==> config.mk <==
export PLATFORM = sky130hd
export DESIGN_NAME = mem_arbiter
export DESIGN_NICKNAME = d
export VERILOG_FILES = /design/src/rtl/mem_arbiter.sv
export SDC_FILE = /design/constraint.sdc
export NUM_CORES = 1
export LEC_CHECK = 0
export ABC_AREA = 1
export CELL_PAD_IN_SITES_DETAIL_PLACEMENT = 0
export CELL_PAD_IN_SITES_GLOBAL_PLACEMENT = 2
export CORE_MARGIN = 2
export CORE_UTILIZATION = 20
export DETAILED_ROUTE_END_ITERATION = 16
export GPL_ROUTABILITY_DRIVEN = 0
export GPL_TIMING_DRIVEN = 0
export PLACE_DENSITY_LB_ADDON = 0.25
export SLEW_MARGIN = 20
export SYNTH_ARGS = -nofsm -noshare
export SYNTH_HDL_FRONTEND = slang
export SYNTH_SLANG_ARGS = --single-unit
==> constraint.sdc <==
create_clock -name clk -period 1.5 [get_ports clk]
set_input_delay 0.3 -clock clk [delete_from_list [all_inputs] [get_ports clk]]
set_output_delay 0.3 -clock clk [all_outputs]
set_load 0.02 [all_outputs]
==> src/rtl/mem_arbiter.sv <==
// Shares the single-port rv32i memory between instruction fetch and load/store,
// one outstanding transaction at a time, with a response timeout.
module mem_arbiter #(
  parameter int ADDR_W  = 12,
  parameter int DATA_W  = 32,
  parameter int TIMEOUT = 16
) (
  input  logic              clk,
  input  logic              rst_n,
  input  logic              i_req,
  input  logic [ADDR_W-1:0] i_addr,
  output logic              i_gnt,
  output logic [DATA_W-1:0] i_rdata,
  output logic              i_valid,
  output logic              i_err,
  input  logic              d_req,
  input  logic [ADDR_W-1:0] d_addr,
  input  logic              d_wr_en,
  input  logic [3:0]        d_mask,
  input  logic [DATA_W-1:0] d_wdata,
  output logic              d_gnt,
  output logic [DATA_W-1:0] d_rdata,
  output logic              d_valid,
  output logic              d_err,
  output logic              mem_req,
  output logic [ADDR_W-1:0] mem_addr,
  output logic              mem_wr_en,
  output logic [3:0]        mem_mask,
  output logic [DATA_W-1:0] mem_w_data,
  input  logic [DATA_W-1:0] mem_r_data,
  input  logic              mem_valid
);

  // Handshake: a requester holds x_req with stable fields until its one-cycle
  // x_gnt; each grant yields exactly one x_valid pulse unless reset aborts it.
  // mem_req is a one-cycle strobe; the first mem_valid seen in WAIT answers it.
  typedef enum logic [1:0] {IDLE = 2'd0, ISSUE = 2'd1, WAIT = 2'd2} state_t;

  localparam int               CNT_W    = $clog2(TIMEOUT + 1);
  localparam logic [CNT_W-1:0] CNT_LAST = CNT_W'(TIMEOUT - 1);

  state_t           state;
  logic             gnt_d;
  logic             last_d;
  logic [CNT_W-1:0] cnt;
  logic             grant_i;
  logic             grant_d;

  // Round-robin only matters on a conflict: the port not granted last wins.
  always_comb begin
    grant_i = 1'b0;
    grant_d = 1'b0;
    if (rst_n && state == IDLE) begin
      if (i_req && d_req) begin
        grant_d = ~last_d;
        grant_i = last_d;
      end else begin
        grant_d = d_req;
        grant_i = i_req;
      end
    end
  end

  assign i_gnt = grant_i;
  assign d_gnt = grant_d;

  always_ff @(posedge clk) begin
    if (!rst_n) begin
      state      <= IDLE;
      gnt_d      <= 1'b0;
      last_d     <= 1'b0;
      cnt        <= '0;
      mem_req    <= 1'b0;
      mem_addr   <= '0;
      mem_wr_en  <= 1'b0;
      mem_mask   <= '0;
      mem_w_data <= '0;
      i_rdata    <= '0;
      i_valid    <= 1'b0;
      i_err      <= 1'b0;
      d_rdata    <= '0;
      d_valid    <= 1'b0;
      d_err      <= 1'b0;
    end else begin
      i_valid <= 1'b0;
      i_err   <= 1'b0;
      d_valid <= 1'b0;
      d_err   <= 1'b0;
      mem_req <= 1'b0;
      case (state)
        IDLE: begin
          if (grant_i || grant_d) begin
            gnt_d   <= grant_d;
            last_d  <= grant_d;
            mem_req <= 1'b1;
            state   <= ISSUE;
            if (grant_d) begin
              mem_addr   <= d_addr;
              mem_wr_en  <= d_wr_en;
              mem_mask   <= d_mask;
              mem_w_data <= d_wdata;
            end else begin
              mem_addr   <= i_addr;
              mem_wr_en  <= 1'b0;
              mem_mask   <= '0;
              mem_w_data <= '0;
            end
          end
        end
        ISSUE: begin
          cnt   <= '0;
          state <= WAIT;
        end
        WAIT: begin
          if (mem_valid) begin
            state <= IDLE;
            if (gnt_d) begin
              d_valid <= 1'b1;
              d_rdata <= mem_r_data;
            end else begin
              i_valid <= 1'b1;
              i_rdata <= mem_r_data;
            end
          end else if (cnt == CNT_LAST) begin
            // No answer within TIMEOUT WAIT cycles: error response, zero data.
            state <= IDLE;
            if (gnt_d) begin
              d_valid <= 1'b1;
              d_err   <= 1'b1;
              d_rdata <= '0;
            end else begin
              i_valid <= 1'b1;
              i_err   <= 1'b1;
              i_rdata <= '0;
            end
          end else begin
            cnt <= cnt + CNT_W'(1);
          end
        end
        default: state <= IDLE;
      endcase
    end
  end

endmodule

---- Word level (Yosys, flattened, before mapping) ----
Index checks and enable logic that the tools add are counted.
Widths: inputs -> output; s select.
word-level totals
  flip-flop bits (word level) ............. 126
  logic and storage cells ................. 69
  output and inout bits ................... 120
  input bits .............................. 98
cells by class
  reductions and logical operators ........ 14
  muxes and demuxes ....................... 30
  add/sub/neg operators ................... 1
  bitwise operators ....................... 3
  eq/ne operators ......................... 7
operators with widths
  cell                 number
  $mux 32              9
  $mux 1               12
  $mux 12              1
  $mux 5               2
  $pmux 5 s2           1
  $reduce_and 3->1     3
  $reduce_and 2->1     4
  $mux 2               3
  $pmux 2 s3           1
  $add 5x1->5 const B  1
  $eq 5x4->1 const B   1
  $mux 4               1
  $ne 2x2->1 const B   2
  $reduce_bool 2->1    2
  $ne 3x3->1 const B   1
  $not 1->1            3
  $reduce_or 3->1      1
  $eq 2x1->1 const B   1
  $eq 2x2->1 const B   1
  $logic_and 1x1->1    2
  $logic_not 2->1      1
  $ne 2x1->1 const B   1
  $logic_or 1x1->1     1

---- Logic depth before layout (Yosys ltp) ----
Gate-level depths: netlist of the first run.
  depth after elaboration ................. 6
  gate-level depth with buffers ........... 11
  mapped depth without buffers ............ 10

---- Worst setup path before layout of the first run ----
Ideal clock, no wire load.
  kind .................................... register to register
  from .................................... register cnt[0]
  to ...................................... register d_rdata[0]
  cell stages (with the launch flop) ...... 12
  path buffers ............................ 1
  slack ................................... -0.027 ns
  clock period less this slack ............ 1.527 ns
  library setup time ...................... 0.116 ns
  arrival ................................. 1.411 ns
  required time ........................... 1.384 ns
  path through ............................ dfxtp_1 -> ha_1 -> nand2_1 -> nor2_1 -> ha_1 -> nor2_1 -> inv_2 -> nand3_2 -> inv_2 -> buf_4 -> nor2_1 -> nor2_1
between the ends
  cells in the longest elaborated chain, start to end .. 3
ends and longest elaborated chain
  element                      line  source
  start: declaration           45    logic [CNT_W-1:0] cnt;
  start signal: assignment     137   cnt <= cnt + CNT_W'(1);
  $eq 5x4->1                   124   end else if (cnt == CNT_LAST) begin
  $reduce_bool 2->1 (no line)  --
  $reduce_and 3->1 (no line)   --
  end signal: assignment       119   d_rdata <= mem_r_data;
  end: declaration             22    output logic [DATA_W-1:0] d_rdata,
Every way passes these cells.
A chain may end at the register's enable or synchronous reset.

---- Worst setup path after layout of the first run ----
  from .................................... register cnt[0]
  to ...................................... register d_rdata[21]
The elaborated chain is that of the path after synthesis.

==> impl_metrics.ini, run 1 <==
[timing]
worstMarginPinSlew_ps = 847
fin_skew_ps = 11.2
setup_violations = 68
maxSlewViolCount = 0
relSlewSlack = 0.435
finalHoldViolCount = 0
timing.final.crit_period_ps = 1780
max_freq_mhz = 561
rsz0062_at_grt = true
fin_hold_ws_ps = 276
fin_ws_ps = -283
min_period_over_period = 1.19

[yosys]
ys_types = 24
synth.top_cell.area_share = 0.505
netlist_area_um2 = 5000
yosysTopAreaCell = dfxtp_1
synth_area_per_cell_um2 = 7.30
ys_warn_count = 0
ys_top_cells_by_count = nor2_1 (160), dfxtp_1 (126), nand2_1 (93)
synth-seq-cells = 126
synthTopCellsByArea = dfxtp_1 (50%), nor2_1 (12%), nand2_1 (7.0%)
ys_seq_area_frac = 0.505
async_reset_ff_frac = 0
synth_edf_count = 0
synth_flop_cell = dfxtp_1
syn_inst = 685
synth_nets = 785
synth_most_common_cell = nor2_1

[floorplanning]
rows = 57
start_util = 0.204
core_um2 = 24500
ios = 218
die_area_um2 = 26300
fp.dieW_um = 162
die_h_um = 162

[route]
drc = 0
drtIter0Drc = 230
firstDrtPassIters = 5
drt-vias-per-instance = 4.15
vias = 5333
wire_per_inst_um = 15.4
ant_nets = 0
wl_mm = 19.8

[setup_path]
critPathLaunchType = flop
worstPathCellList = ha_4, nand2_4, nor2_4, ha_4, nor2_4, inv_2, buf_6, nand3_4, clkinv_8, clkbuf_16, nor2_2, nor2_1
worst-path-buf-inv = 4
r2r_start = cnt[0]
arrival_ps = 2100
cp_max_fo = 7
worstPathRequired_ps = 1810
critPathMaxStageDelay_ps = 350
cp_top_family = simple AND/OR/NAND/NOR gates
reg2reg_to = d_rdata[21]
reg2reg_slack_ps = -280
worstRegToRegCells = 12
worst-setup-path-type = reg2reg
cp_slowest_cell = dfxtp_4
crit_path_end_kind = flop

[cells_and_area]
nNetsFinal = 1047
layout-drive-gt1-share = 0.232
fillCellCount = 2582
area_growth_pct = 85.3
n_antenna_cell = 0
final_core_util = 0.379

[clock_network]
clkSlewWorstSetupHoldPaths_ps = 60
clockRootBuffer = clkbuf_16
numCtsBuffers = 17
cts_htree_levels = 4
insertion_delay_ps = 430
cts_max_path_buffers = 2
cts_tree = done
clkSinkCount = 126

[placement]
dp_hpwl_mm = 13.4
portBuffers = 215

[global_routing]
overflow = 0
antenna_found_initial = 0
grt_max_degree = 17
grt_pass1_vias = 5253
track_usage = 0.145
grt_pass1_wl_mm = 29.2

[min_path]
hold_path_class = in2reg
min_to = mem_req
min_from = rst_n
min_path_cells = 3

[run_status]
violations = setup timing
outcome = complete, but fails checks

[pwr]
power_density_nw_per_um2 = 1070
p_leak_nw = 4.21
vdd_drop_max_mv = 0.593

[job]
drv_cap = 0
[final cells by class]
| cell class | instances | area (um2) | area share |
|---|---|---|---|
| Tap cell | 324 | 405 | 0.0438 |
| Clock inverter | 13 | 188 | 0.0203 |
| Buffer | 46 | 379 | 0.0409 |
| Sequential cell | 126 | 2540 | 0.274 |
| Multi-Input combinational cell | 454 | 2570 | 0.278 |
| Inverter | 58 | 263 | 0.0284 |
| Timing Repair Buffer | 244 | 2460 | 0.266 |
| Clock buffer | 19 | 453 | 0.0489 |
[power by group]
part | switching, mW | internal (mW) | leakage, nW | total, mW
Combinational | 0.932 | 0.796 | 2.88 | 1.73
Clock | 1.68 | 2.88 | 0.306 | 4.56
Sequential | 0.112 | 3.51 | 1.03 | 3.62
[kinds of logic after synthesis]
kind of cell / Yosys count / share of synthesized area
compound gates: 137 / 0.139
fa+ha+maj: 2 / 0.00501
buf+inv: 105 / 0.0939
flops: 126 / 0.505
simple gates: 315 / 0.258
[cell usage in the layout, fill, tap and decap left out, drive strengths merged]
master | netlist | routed
nor2 | 162 | 162
dfxtp | 126 | 126
dlygate4sd2 | 0 | 99
nand2 | 94 | 94
clkdlybuf4s50 | 0 | 93
o21ai | 79 | 79
a21oi | 58 | 58
inv | 57 | 55
buf | 32 | 55
nand3 | 54 | 54
clkbuf | 15 | 44
clkdlybuf4s15 | 0 | 17
clkinv | 1 | 8
clkinvlp | 0 | 4
bufinv | 0 | 4
nor3 | 2 | 2
ha | 2 | 2
and3 | 1 | 1
or2 | 1 | 1
nand3b | 1 | 1
bufbuf | 0 | 1
[worst max-delay path by stage]
stage / cells after the start / endpoint / from
finish: 12 / d_rdata[21] / cnt[0]
floorplan: 11 / d_rdata[0] / cnt[0]
CTS: 12 / d_rdata[0] / cnt[0]
detailed placement: 7 / d_gnt / d_req
global route: 12 / d_rdata[21] / cnt[0]
global placement: 7 / d_gnt / d_req
[per-layer routing]
layer / GRT usage / wire length, um / vias up / share of wire
li1: - / - / 2708 / -
met1: 0.176 / 8810 / 2463 / 0.45
met2: 0.240 / 9250 / 153 / 0.47
met5: 0 / 0 / - / 0
met3: 0.0580 / 1560 / 9 / 0.079
met4: 0.0338 / 131 / 0 / 0.0066
[worst min-delay path: stages]
cell     delay (ps)
buf_4           160
nand3_1         130
nand2_1          50
[what timing repair did]
item / in CTS / in global routing
gates resized for setup: 251 / 166
setup endpoints to repair: 216 / 106
cloned: 4 / 6
hold buffers: 0 / 0
hold endpoints to repair: 0 / 0
pin swaps: 8 / 18
setup buffers: 16 / 5
[metrics by stage]
step	power [mW]	area (um2)	TNS, ps	worst slack [ps]	instances
after floorplan	4.43	5000	0	2.86	685
after detailed placement	5.23	7560	-42060	-1230	1224
after CTS	9.91	8610	-11540	-211	1276
final	9.91	9260	-14140	-283	1284
after global placement	5.23	7560	-40300	-1220	1224
after global routing	10.4	9260	-19790	-366	1284
[state kept, by name, indices dropped and copies added (netlist names)]
register / count
d_rdata: 32
i_rdata: 32
mem_w_data: 32
mem_addr: 12
cnt: 5
mem_mask: 4
state: 2
d_err: 1
d_valid: 1
i_err: 1
i_valid: 1
last_d: 1
mem_req: 1
mem_wr_en: 1
No activity file was read; power rests on OpenSTA's default activity.
==> run 2: changes to the inputs <==
RECOVER_POWER = 25   (was unset)
==> impl_metrics.ini, run 2 (synthesis results as in run 1) <==
[route]
vias = 5332
wl_met2_mm = 9.26
wl_met1_mm = 8.84
drc = 0
ant_nets = 0
wl_mm = 19.8
top_layer_used = met4
firstDrtPassIters = 5
met3WireLength_mm = 1.52
wire_per_inst_um = 15.4
drtIter0Drc = 229
drt-vias-per-instance = 4.15

[setup_path]
worst-setup-path-type = reg2reg
arrival_ps = 2100
crit_path_end_kind = flop
cp_max_fo = 7
worstRegToRegCells = 12
critPathLaunchType = flop
worstPathRequired_ps = 1810

[timing]
fin_ws_ps = -285
worstMarginPinSlew_ps = 847
fin_skew_ps = 11.3
timing.final.crit_period_ps = 1790
finalHoldViolCount = 0
maxSlewViolCount = 0
min_period_over_period = 1.19
rsz0062_at_grt = true
setup_violations = 77
max_freq_mhz = 560
relSlewSlack = 0.435

[cells_and_area]
nNetsFinal = 1047
layout-drive-gt1-share = 0.230
stdcell_area_um2 = 9250
final_common_cell = dfxtp_1
n_antenna_cell = 0
area_growth_pct = 85.0
reg_top3 = d_rdata x32, i_rdata x32, mem_w_data x32
final_cell_mix = dfxtp_1 (121), dlygate4sd2_1 (99), nor2_1 (93), clkdlybuf4s50_1 (93), nand2_1 (89)

[pwr]
p_leak_nw = 4.20
vdd_drop_max_mv = 0.593
power_density_nw_per_um2 = 1070
finalPower_mw = 9.90

[floorplanning]
die_h_um = 162
ios = 218
fp.dieW_um = 162
start_util = 0.204
core_um2 = 24500
die_area_um2 = 26300
rows = 57

[global_routing]
grt_max_degree = 17
antenna_found_initial = 0
grt_pass1_wl_mm = 29.2
grt_pass1_vias = 5253
overflow = 0
track_usage = 0.145

[job]
drv_cap = 0

[clock_network]
cts_htree_levels = 4
numCtsBuffers = 17
clkSlewWorstSetupHoldPaths_ps = 60
cts_max_path_buffers = 2
clkSinkCount = 126
clockRootBuffer = clkbuf_16
insertion_delay_ps = 430
cts_tree = done

[run_status]
violations = setup timing
outcome = complete, but fails checks

[placement]
dp_hpwl_mm = 13.4
place_area_um2 = 7560
portBuffers = 215

[min_path]
min_path_cells = 3
hold_path_class = in2reg
-- run 2: changes by cell type in the layout (fill, tap and decap cells not counted) --
cell      change
nor2_4        -1
nor2_1        +1
nand2_1       +1
clkbuf_2      +1
buf_6         -1
nand2_2       -1
-- run 2: layer usage --
layer,GRT usage,vias up
met5,0,-
met2,0.240,153
li1,-,2708
met3,0.0580,9
met4,0.0338,0
met1,0.176,2462
-- run 2: cell type report --
| cell class | count | area (um2) |
|---|---|---|
| multi-input cells | 454 | 2560 |
| clock buffers | 19 | 453 |
| repair buffers | 244 | 2450 |
| well taps | 324 | 405 |
| plain buffers | 46 | 379 |
| clock inverters | 13 | 188 |
| flip-flops and latches | 126 | 2540 |
| inverters | 58 | 263 |
| fillers | 2584 | 15200 |
-- run 2: worst paths after layout --
| kind | startpoint | to | slack (ps) |
|---|---|---|---|
| max | cnt[0] | d_rdata[21] | -290 |
| min | rst_n | mem_req | 250 |
| max reg2reg | cnt[0] | d_rdata[21] | -290 |
| min reg2reg | mem_w_data[25] | mem_w_data[25] | 450 |
-- run 2: what timing repair did --
action,4_1_cts,5_1_grt
gates resized for setup,251,166
endpoints found under the setup margin,216,106
hold buffers,0,0
buffers inserted,16,5
pin swaps,8,18
gates cloned,4,6
-- run 2: per-stage QoR --
stage	std cells	TNS [ps]	worst slack, ps	util	hold WS (ps)
after floorplan	685	0	2.86	-	439
after global placement	1224	-40300	-1220	0.309	447
after detailed placement	1224	-42060	-1230	0.309	451
after CTS	1276	-11540	-211	0.352	277
after global routing	1284	-23510	-366	0.378	278
final	1284	-14740	-285	0.378	254
-- run 2: power breakdown --
part	switching [mW]	total (mW)	internal [mW]
registers	0.109	3.62	3.51
clock network	1.68	4.56	2.88
logic	0.932	1.72	0.788
-- run 2: critical path, cell delays in order (launching register included) --
cell	delay [ps]
dfxtp_4	350
ha_4	160
nand2_4	70
nor2_4	40
ha_4	160
nor2_4	110
inv_2	60
buf_6	110
nand3_4	160
clkinv_8	130
clkbuf_16	190
nor2_2	70
nor2_1	40
==> run 3: changes to the inputs <==
SETUP_SLACK_MARGIN = 0.4   (was unset)
==> impl_metrics.ini, run 3 (synthesis results as in run 1) <==
[route]
drtIter0Drc = 244
wl_mm = 19.5
drt-vias-per-instance = 4.08
ant_nets = 0
vias = 5407
firstDrtPassIters = 4
wire_per_inst_um = 14.7
drc = 0

[setup_path]
worstRegToRegCells = 12
r2r_start = cnt[0]
crit_path_end_kind = flop
reg2reg_to = d_rdata[24]
worst-setup-path-type = reg2reg
critPathLaunchType = flop
reg2reg_slack_ps = -140
worstPathRequired_ps = 1820
cp_max_fo = 7
arrival_ps = 1960

[floorplanning]
die_area_um2 = 26300
fp.dieW_um = 162
rows = 57
ios = 218
core_um2 = 24500
start_util = 0.204
die_h_um = 162

[timing]
relSlewSlack = 0.521
rsz0062_at_grt = true
setup_tns_ps = -7660
min_period_over_period = 1.10
timing.final.crit_period_ps = 1640
fin_skew_ps = 9.40
fin_ws_ps = -145
worstMarginPinSlew_ps = 718
finalHoldViolCount = 0
max_freq_mhz = 608
maxSlewViolCount = 0
setup_violations = 75

[clock_network]
insertion_delay_ps = 420
cts_htree_levels = 4
clockRootBuffer = clkbuf_16
cts_hold_buf = 0
clkSlewWorstSetupHoldPaths_ps = 60
cts_max_path_buffers = 2
clkSinkCount = 126
cts_tree = done
numCtsBuffers = 17

[placement]
portBuffers = 215
dp.cells = 1224
place_area_um2 = 7720
dp_hpwl_mm = 13.4

[pwr]
vdd_drop_max_mv = 0.635
p_leak_nw = 4.30
power_density_nw_per_um2 = 1020

[cells_and_area]
nNetsFinal = 1088
stdcell_area_um2 = 10000
final_cell_mix = buf_6 (131), nor2_1 (100), clkdlybuf4s50_1 (93), nand2_1 (88), dfxtp_2 (84)
layout-drive-gt1-share = 0.478
fillCellCount = 2520
n_antenna_cell = 0
reg_top3 = d_rdata x32, i_rdata x32, mem_w_data x32
final_core_util = 0.410
final_common_cell = buf_6
stdcell_count = 1325
area_growth_pct = 101

[min_path]
min_from = rst_n
min_to = mem_req
hold_path_class = in2reg
min_path_cells = 3

[run_status]
outcome = complete, but fails checks
violations = setup timing

[global_routing]
grt_pass1_vias = 5309
grt_max_degree = 17
overflow = 0
grt_pass1_wl_mm = 29.4
antenna_found_initial = 0
track_usage = 0.145

[job]
drv_cap = 0
[run 3: cell count changes in the layout (fill, tap and decap cells not counted), sizes merged]
| cell | before | now |
|---|---|---|
| buf | 54 | 209 |
| bufbuf | 1 | 0 |
| bufinv | 4 | 5 |
| clkbuf | 45 | 46 |
| clkdlybuf4s15 | 17 | 0 |
| clkinv | 8 | 7 |
| clkinvlp | 4 | 3 |
| dlygate4sd2 | 99 | 2 |
| inv | 55 | 56 |
[run 3: worst max-delay path: stages (launching register included)]
cell	delay (ps)
dfxtp_4	350
ha_4	160
nand2_4	60
nor2_4	40
ha_4	160
nor2_4	90
inv_2	70
nand3_4	100
buf_6	130
clkinv_8	90
clkbuf_16	170
nor2_2	80
nor2_1	50
[run 3: per-layer routing]
metal / global-route usage / routed length [um]
met1: 0.178 / 8510
met2: 0.237 / 9240
met3: 0.0559 / 1540
met4: 0.0386 / 170
met5: 0 / 0
[run 3: where the power goes]
| group | switching [mW] | leakage (nW) | internal (mW) | total, mW |
|---|---|---|---|---|
| clock | 1.62 | 0.310 | 3.00 | 4.62 |
| combinational | 0.974 | 2.92 | 1.01 | 1.98 |
| sequential | 0.127 | 1.07 | 3.52 | 3.65 |
| total | 2.72 | 4.30 | 7.53 | 10.3 |
[run 3: worst max-delay path by stage]
stage / startpoint / end / slack, ps / cells past startpoint
4_1_cts: cnt[0] / d_rdata[24] / -180 / 12
5_1_grt: cnt[0] / d_rdata[24] / -230 / 12
3_3_place_gp: d_req / d_gnt / -1270 / 7
6_report: cnt[0] / d_rdata[24] / -140 / 12
2_1_floorplan: cnt[0] / d_rdata[6] / 30 / 11
3_5_place_dp: d_req / d_gnt / -1290 / 7
[run 3: timing repair]
item / CTS / global route
setup endpoints to repair: 244 / 245
gates cloned: 4 / 4
setup buffers: 22 / 39
resized for setup: 930 / 140
pin swaps: 12 / 32
[run 3: per-stage QoR]
step	setup slack [ps]	total power, mW	hold slack (ps)
final	-145	10.3	186
after global routing	-230	10.7	184
after CTS	-180	10.2	242
after detailed placement	-1290	5.29	448
after global placement	-1270	5.29	437
after floorplan	27.5	4.50	415
[run 3: area by class of cell]
| type | count | area [um2] | area share |
|---|---|---|---|
| Buffer | 47 | 462 | 0.0460 |
| Clock buffer | 19 | 443 | 0.0442 |
| Clock inverter | 13 | 213 | 0.0212 |
| Inverter | 58 | 248 | 0.0247 |
| Multi-Input combinational cell | 454 | 2600 | 0.259 |
| Sequential cell | 126 | 2680 | 0.267 |
| Tap cell | 324 | 405 | 0.0404 |
| Timing Repair Buffer | 284 | 2980 | 0.298 |
